### src/rtl/frac_int_divider_pkg.sv
// Shared widths and controller state encoding for the Q8.16 / Q0.16 divider.
package frac_int_divider_pkg;
  localparam int unsigned P_W       = 24;
  localparam int unsigned B_W       = 16;
  localparam int unsigned Q_W       = 8;
  localparam int unsigned FRAC_BITS = 16;
  localparam int unsigned CNT_W     = 3;

  typedef enum logic [1:0] {
    IDLE = 2'd0,
    CALC = 2'd1,
    DONE = 2'd2
  } state_t;
endpackage

### src/rtl/frac_div_step.sv
// One restoring shift-subtract step: compares rem against div<<shift at full width.
module frac_div_step
  import frac_int_divider_pkg::*;
(
  input  logic [P_W-1:0]   rem,
  input  logic [B_W-1:0]   div,
  input  logic [CNT_W-1:0] shift,
  output logic [P_W-1:0]   rem_next,
  output logic             qbit
);
  logic [P_W-1:0] div_sh;

  always_comb begin
    div_sh   = P_W'(div) << shift;
    qbit     = (rem >= div_sh);
    rem_next = qbit ? (rem - div_sh) : rem;
  end
endmodule

### src/rtl/frac_int_divider.sv
// Sequential divider q = p / b (Q8.16 / Q0.16 -> 8-bit integer), one quotient bit per cycle.
module frac_int_divider
  import frac_int_divider_pkg::*;
#(
  parameter bit ROUND = 1'b0
) (
  input  logic           clk,
  input  logic           rst_n,
  input  logic           in_valid,
  output logic           in_ready,
  input  logic [P_W-1:0] in_p,
  input  logic [B_W-1:0] in_b,
  output logic           out_valid,
  input  logic           out_ready,
  output logic [Q_W-1:0] out_q,
  output logic [B_W-1:0] out_rem,
  output logic           out_ovf,
  output logic           out_dz
);
  state_t           state, state_nxt;
  logic [P_W-1:0]   rem;
  logic [B_W-1:0]   div;
  logic [Q_W-1:0]   q;
  logic [CNT_W-1:0] cnt;
  logic             ovf, dz, early;

  logic             accept;
  logic             in_ovf;
  logic [P_W-1:0]   rem_step;
  logic             qbit;
  logic [Q_W-1:0]   q_bits;
  logic             round_up;

  frac_div_step u_step (
    .rem      (rem),
    .div      (div),
    .shift    (cnt),
    .rem_next (rem_step),
    .qbit     (qbit)
  );

  always_ff @(posedge clk or negedge rst_n) begin
    if (!rst_n) state <= IDLE;
    else        state <= state_nxt;
  end

  always_comb begin
    state_nxt = state;
    in_ready  = 1'b0;
    out_valid = 1'b0;
    unique case (state)
      IDLE: begin
        in_ready = 1'b1;
        if (in_valid) state_nxt = CALC;
      end
      CALC: begin
        if (cnt == '0) state_nxt = DONE;
      end
      DONE: begin
        out_valid = 1'b1;
        if (out_ready) state_nxt = IDLE;
      end
      default: state_nxt = IDLE;
    endcase
  end

  always_comb begin
    accept   = in_valid && (state == IDLE);
    in_ovf   = ({2'b00, in_p} >= {2'b00, in_b, 8'h00});
    q_bits   = q | (Q_W'(qbit) << cnt);
    round_up = ROUND && ({rem_step[B_W-1:0], 1'b0} >= {1'b0, div}) && (q_bits != '1);
  end

  // Zero-divisor/overflow results are final at accept; they spend one CALC slot
  // (early=1, cnt=0) without touching the datapath so they surface after one cycle.
  always_ff @(posedge clk or negedge rst_n) begin
    if (!rst_n) begin
      rem   <= '0;
      div   <= '0;
      q     <= '0;
      cnt   <= '0;
      ovf   <= 1'b0;
      dz    <= 1'b0;
      early <= 1'b0;
    end else if (accept) begin
      div <= in_b;
      if (in_b == '0) begin
        q     <= '1;
        rem   <= '0;
        dz    <= 1'b1;
        ovf   <= 1'b0;
        early <= 1'b1;
        cnt   <= '0;
      end else if (in_ovf) begin
        q     <= '1;
        rem   <= '0;
        dz    <= 1'b0;
        ovf   <= 1'b1;
        early <= 1'b1;
        cnt   <= '0;
      end else begin
        q     <= '0;
        rem   <= in_p;
        dz    <= 1'b0;
        ovf   <= 1'b0;
        early <= 1'b0;
        cnt   <= CNT_W'(Q_W - 1);
      end
    end else if ((state == CALC) && !early) begin
      rem <= rem_step;
      if (cnt == '0) begin
        q <= q_bits + Q_W'(round_up);
      end else begin
        q   <= q_bits;
        cnt <= cnt - 1'b1;
      end
    end
  end

  always_comb begin
    out_q   = q;
    out_rem = rem[B_W-1:0];
    out_ovf = ovf;
    out_dz  = dz;
  end
endmodule

### config.mk
export PLATFORM = sky130hd
export DESIGN_NAME = frac_int_divider
export DESIGN_NICKNAME = d
export VERILOG_FILES = /design/src/rtl/frac_int_divider_pkg.sv /design/src/rtl/frac_div_step.sv /design/src/rtl/frac_int_divider.sv
export SDC_FILE = /design/constraint.sdc
export NUM_CORES = 1
export LEC_CHECK = 0
export ABC_AREA = 1
export BUFFER_PORTS_ARGS = -buffer_cell sky130_fd_sc_hd__clkbuf_2
export CORE_UTILIZATION = 48
export DETAILED_ROUTE_END_ITERATION = 6
export PLACE_DENSITY = 0.68
export SYNTH_ARGS = -nofsm -noshare
export SYNTH_HDL_FRONTEND = slang
export SYNTH_SLANG_ARGS = --single-unit
### constraint.sdc
create_clock -name clk -period 3 [get_ports clk]
set_input_delay 0.3 -clock clk [delete_from_list [all_inputs] [get_ports clk]]
set_output_delay 0.3 -clock clk [all_outputs]
set_load 0.05 [all_outputs]
After elaboration in Yosys (flattened, before gate mapping)
Index checks and enable logic that the tools add are counted.

operators by class
  muxes and demuxes = 24
  bitwise gates (word level) = 1
  equality and inequality tests = 6
  $add $sub $neg = 2
  shifts and indexed selects = 2
  magnitude comparators = 2
  reductions and logical operators = 11

operators with widths
  cell                 number
  $mux 24              5
  $ge 24x24->1         2
  $mux 8               4
  $shl 16x3->24        1
  $sub 24x24->24       1
  $logic_not 16->1     1
  $mux 3               5
  $or 8x8->8           1
  $shl 1x3->8          1
  $mux 1               6
  $mux 2               3
  $ne 2x2->1 const B   3
  $pmux 2 s3           1
  $reduce_and 2->1     2
  $reduce_bool 2->1    2
  $logic_not 3->1      1
  $reduce_and 3->1     1
  $sub 3x1->3 const B  1
  $eq 2x1->1 const B   1
  $eq 2x2->1 const B   1
  $logic_and 1x1->1    2
  $logic_not 2->1      1
  $ne 2x1->1 const B   1
  $logic_not 1->1      1

storage, ports and cells
  flip-flop bits (word level) = 56
  logic and storage cells = 56

Depth between registers and ports, before layout
  word-level depth = 6
  mapped depth = 24
  depth with buffers taken out = 22

By module
A second synthesis with hierarchy kept.

unflattened totals
  cell total of the unflattened synthesis = 954
  area, all modules = 5,845.6 um2

modules (own cells, without submodules)
  module            instances  sequential area each (um2)  area an instance (um2)  cells an instance
  frac_int_divider  1          1,401.3                     3,169.3                 378
  frac_div_step     1          0.0                         2,676.3                 576

Worst setup path before layout
OpenSTA, ideal clock, no wires.

  path kind = register to register
  start = register cnt[0]
  end = register rem[10]
  setup slack = 362 ps
  data arrival time = 2,522 ps
  stages on the path, launching flop included = 19
  setup time = 116 ps
  data required time = 2,884 ps
  cell sequence = dfrtp_1 -> clkbuf_1 -> inv_1 -> clkbuf_1 -> nand2_1 -> a31oi_1 -> o21ai_0 -> ha_1 -> nand2_1 -> inv_1 -> a21oi_1 -> nand3_1 -> nand2_1 -> nand4_2 -> nand2_4 -> inv_4 -> buf_6 -> nand2_1 -> nand2_1

on the way
  word-level cells in the longest chain between the ends = 5
  elaborated cells on any way between the ends = 8

RTL lines
  what                      RTL line                 RTL
  start: declaration        frac_int_divider.sv:24   logic [CNT_W-1:0] cnt;
  start signal: assignment  frac_int_divider.sv:107  cnt <= CNT_W'(Q_W - 1);
  start signal: assignment  frac_int_divider.sv:115  cnt <= cnt - 1'b1;
  $shl 16x3->24 (*)         frac_div_step.sv:14      div_sh = P_W'(div) << shift;
  $sub 24x24->24            frac_div_step.sv:16      rem_next = qbit ? (rem - div_sh) : rem;
  $mux 24                   frac_div_step.sv:16
  $mux 24                   frac_int_divider.sv:109  end else if ((state == CALC) && !early) begin
  $mux 24                   frac_int_divider.sv:85   end else if (accept) begin
  end signal: assignment    frac_int_divider.sv:103  rem <= in_p;
  end signal: assignment    frac_int_divider.sv:110  rem <= rem_step;
  end: declaration          frac_int_divider.sv:21   logic [P_W-1:0] rem;

Every way passes the cells marked *; elsewhere a longest branch is shown, timed or not. The select of a mux whose other input is x is not followed.
A chain may end at the register's enable or synchronous reset.

Final worst setup path
  start = register cnt[1]
  end = register rem[14]

Same word-level chain as after synthesis.

==> impl_metrics.json <==
{
  "area_growth_pct": 12.2,
  "cts_buffers": 5,
  "synthCells": 980,
  "grt_use_total": 0.274,
  "placed_area_um2": 6160,
  "yosysTopAreaCellShare": 0.278,
  "multi_input_area_um2": 3570,
  "status": "finished, violations left",
  "maxSlewViolCount": 0,
  "required_ps": 3210,
  "synth_area_leaders": "nand2_1 28%, dfrtp_1 24%, inv_1 9.5%",
  "fin_cells": 1182,
  "grt_setup_unrepaired": "yes",
  "worst_hold_slack_ps": -3.22,
  "crit_chain": "clkinvlp_4 -> buf_12 -> nand3_1 -> o21ai_1 -> or2_2 -> ha_1 -> nand2_1 -> nor2_1 -> nand2_1 -> nand3_1 -> nand3_1 -> nand2_1 -> nand2_1 -> nand3_1 -> o21ai_0 -> nand2_1 -> nand2_1",
  "initial_core_util": 0.498,
  "slew_headroom": 0.571,
  "timing.final.crit_share": 0.954,
  "violations": "hold timing",
  "die_h_um": 111,
  "drive_above_1_share": 0.130,
  "cpPeakStageDelay_ps": 400,
  "clock-root-buffer": "clkbuf_16",
  "antenna_found_initial": 0,
  "syn_area_per_cell_um2": 5.86,
  "grt_max_degree": 55,
  "tightest_slew_ps": 643,
  "yosys_warnings": 0,
  "rr_worst_depth": 17,
  "worstPathArrival_ps": 3070,
  "wire_per_inst_um": 13.8,
  "ios": 72,
  "gp_congestion": 0.926,
  "ys_types": 39,
  "fillCellCount": 1253,
  "yosysTopAreaCell": "nand2_1",
  "core_um2": 11500,
  "grt_overflow": 0,
  "cts_sinks": 56,
  "drt_iter0_markers": 463,
  "finalSetupTns_ps": 0,
  "place_inst": 1170,
  "worstReg2RegStart": "cnt[1]",
  "synth-seq-cells": 56,
  "r2r_slack_ps": 140,
  "synth-seq-area-share": 0.244,
  "synth_nets": 1066,
  "first_pass_iters": 6,
  "nNetsFinal": 1124,
  "seqCellArea_um2": 1400,
  "fin_area_um2": 6440,
  "dp_hpwl_um": 13100,
  "async_flop_share": 1.00,
  "io_buffers": 71,
  "num_vias": 6002,
  "grt_pass1_vias": 5448,
  "cpMaxStageDelayCell": "dfrtp_1",
  "maxCapViolCount": 0,
  "critPathTopFamily": "simple AND/OR/NAND/NOR gates",
  "rows": 39,
  "path_common_cell": "nand2_1",
  "diodes": 0,
  "clock_skew_ps": 7.94,
  "clock_latency_ps": 310,
  "crit_path_max_fanout": 14,
  "layout_min_cycle_time_ps": 2860,
  "r2r_end": "rem[14]",
  "die_w_um": 111,
  "cts.htree.levels": 2,
  "path_class": "reg -> reg",
  "hold_violations": 3,
  "viasPerCell": 5.08,
  "clockBufferDepth": 2,
  "synth_edf_count": 0,
  "die_area_um2": 12400,
  "cp_num_buf_inv": 2,
  "setup_viol": 0,
  "cts_tree": "yes",
  "endpoint_kind": "register",
  "ant_nets": 0,
  "clk_pin_slew_ps": 80,
  "cp_num_cells": 17,
  "routed_wl_um": 16300,
  "synth_area_um2": 5740,
  "fmax_ghz": 0.349,
  "startpoint_type": "register",
  "route.detailed.drc": 0,
  "synthFlopType": "dfrtp_1",
  "grt_pass1_wl_um": 26800,
  "hp-class": "in -> async"
}
## stage by stage
step / utilization / setup WS (ps)
6_report: 0.559 / 137
3_5_place_dp: 0.535 / -39.9
2_1_floorplan: - / 362
5_1_grt: 0.559 / -46.5
3_3_place_gp: 0.535 / -75.3
4_1_cts: 0.548 / 43.9
## layout make-up
cell class / instances / share of cell area
sequential: 56 / 0.218
multi-input combinational: 732 / 0.555
clock buffer: 5 / 0.0194
clock inverter: 3 / 0.00389
inverter: 148 / 0.0885
timing repair buffer: 95 / 0.0881
tap: 143 / 0.0278
## cell usage in the layout (no fill, tap or decap), drive strengths merged, types with 26 or more instances in the layout
cell type / count
clkbuf: 76
dfrtp: 56
ha: 41
inv: 148
nand2: 429
nand3: 53
nand4: 26
nor2: 73
o21ai: 59
## synth_stat cells, types with 2 or more instances
cell type  instances
nand3_1           52
inv_1            145
a21oi_1           23
nand3b_1           4
o21bai_1           2
o21ai_1            6
nand4_2            2
nor2_2             2
buf_2              5
xor2_1             3
or2_2              2
nand2_2            3
nor2_4             2
o21ai_0           53
and2_1             3
buf_4             20
nor2_1            69
clkbuf_1          16
dfrtp_1           56
ha_1              41
mux2i_1            2
nand2_1          425
buf_6              2
nand4_1           24
a31oi_1            4
## flip-flops by register name, summed over array words and instances, names as in the netlist
name     count
out_dz       1
rem         24
out_ovf      1
cnt          3
state        2
early        1
div         16
out_q        8
## worst max-delay path by stage
stage,endpoint,slack (ps),startpoint
finish,rem[14],140,cnt[1]
global route,rem[12],-50,cnt[1]
CTS,out_q[4],40,cnt[0]
detailed placement,out_q[2],-40,cnt[0]
global placement,out_q[7],-80,cnt[0]
floorplan,rem[10],360,cnt[0]
## timing repair
item	CTS	global route
resized for setup	1	33
hold buffers	0	0
buffers inserted	0	4
endpoints found under the setup margin	21	32
pin swaps	0	1
## per-layer routing
layer | routed length (µm) | vias to the layer above | GRT usage
li1 | - | 3143 | -
met1 | 8030 | 2686 | 0.396
met2 | 7350 | 161 | 0.438
met3 | 710 | 12 | 0.0327
met4 | 211 | 0 | 0.0613
met5 | 0 | - | 0
## cell families (layout without fill, tap and decap cells)
logic type                 Yosys count  in the layout  synth area share
muxes                                2              2           0.00349
buffers and inverters              192            251             0.143
xor gates and xnor gates             3              3           0.00458
DFF                                 56             56             0.244
and+or+nand+nor                    593            593             0.427
adders and majority gates           42             42            0.0929
AOI/OAI and AO/OA                   92             92            0.0853
Power is not shown: default switching activity piles up to over one toggle a cycle in this logic, so the estimate is an artifact.
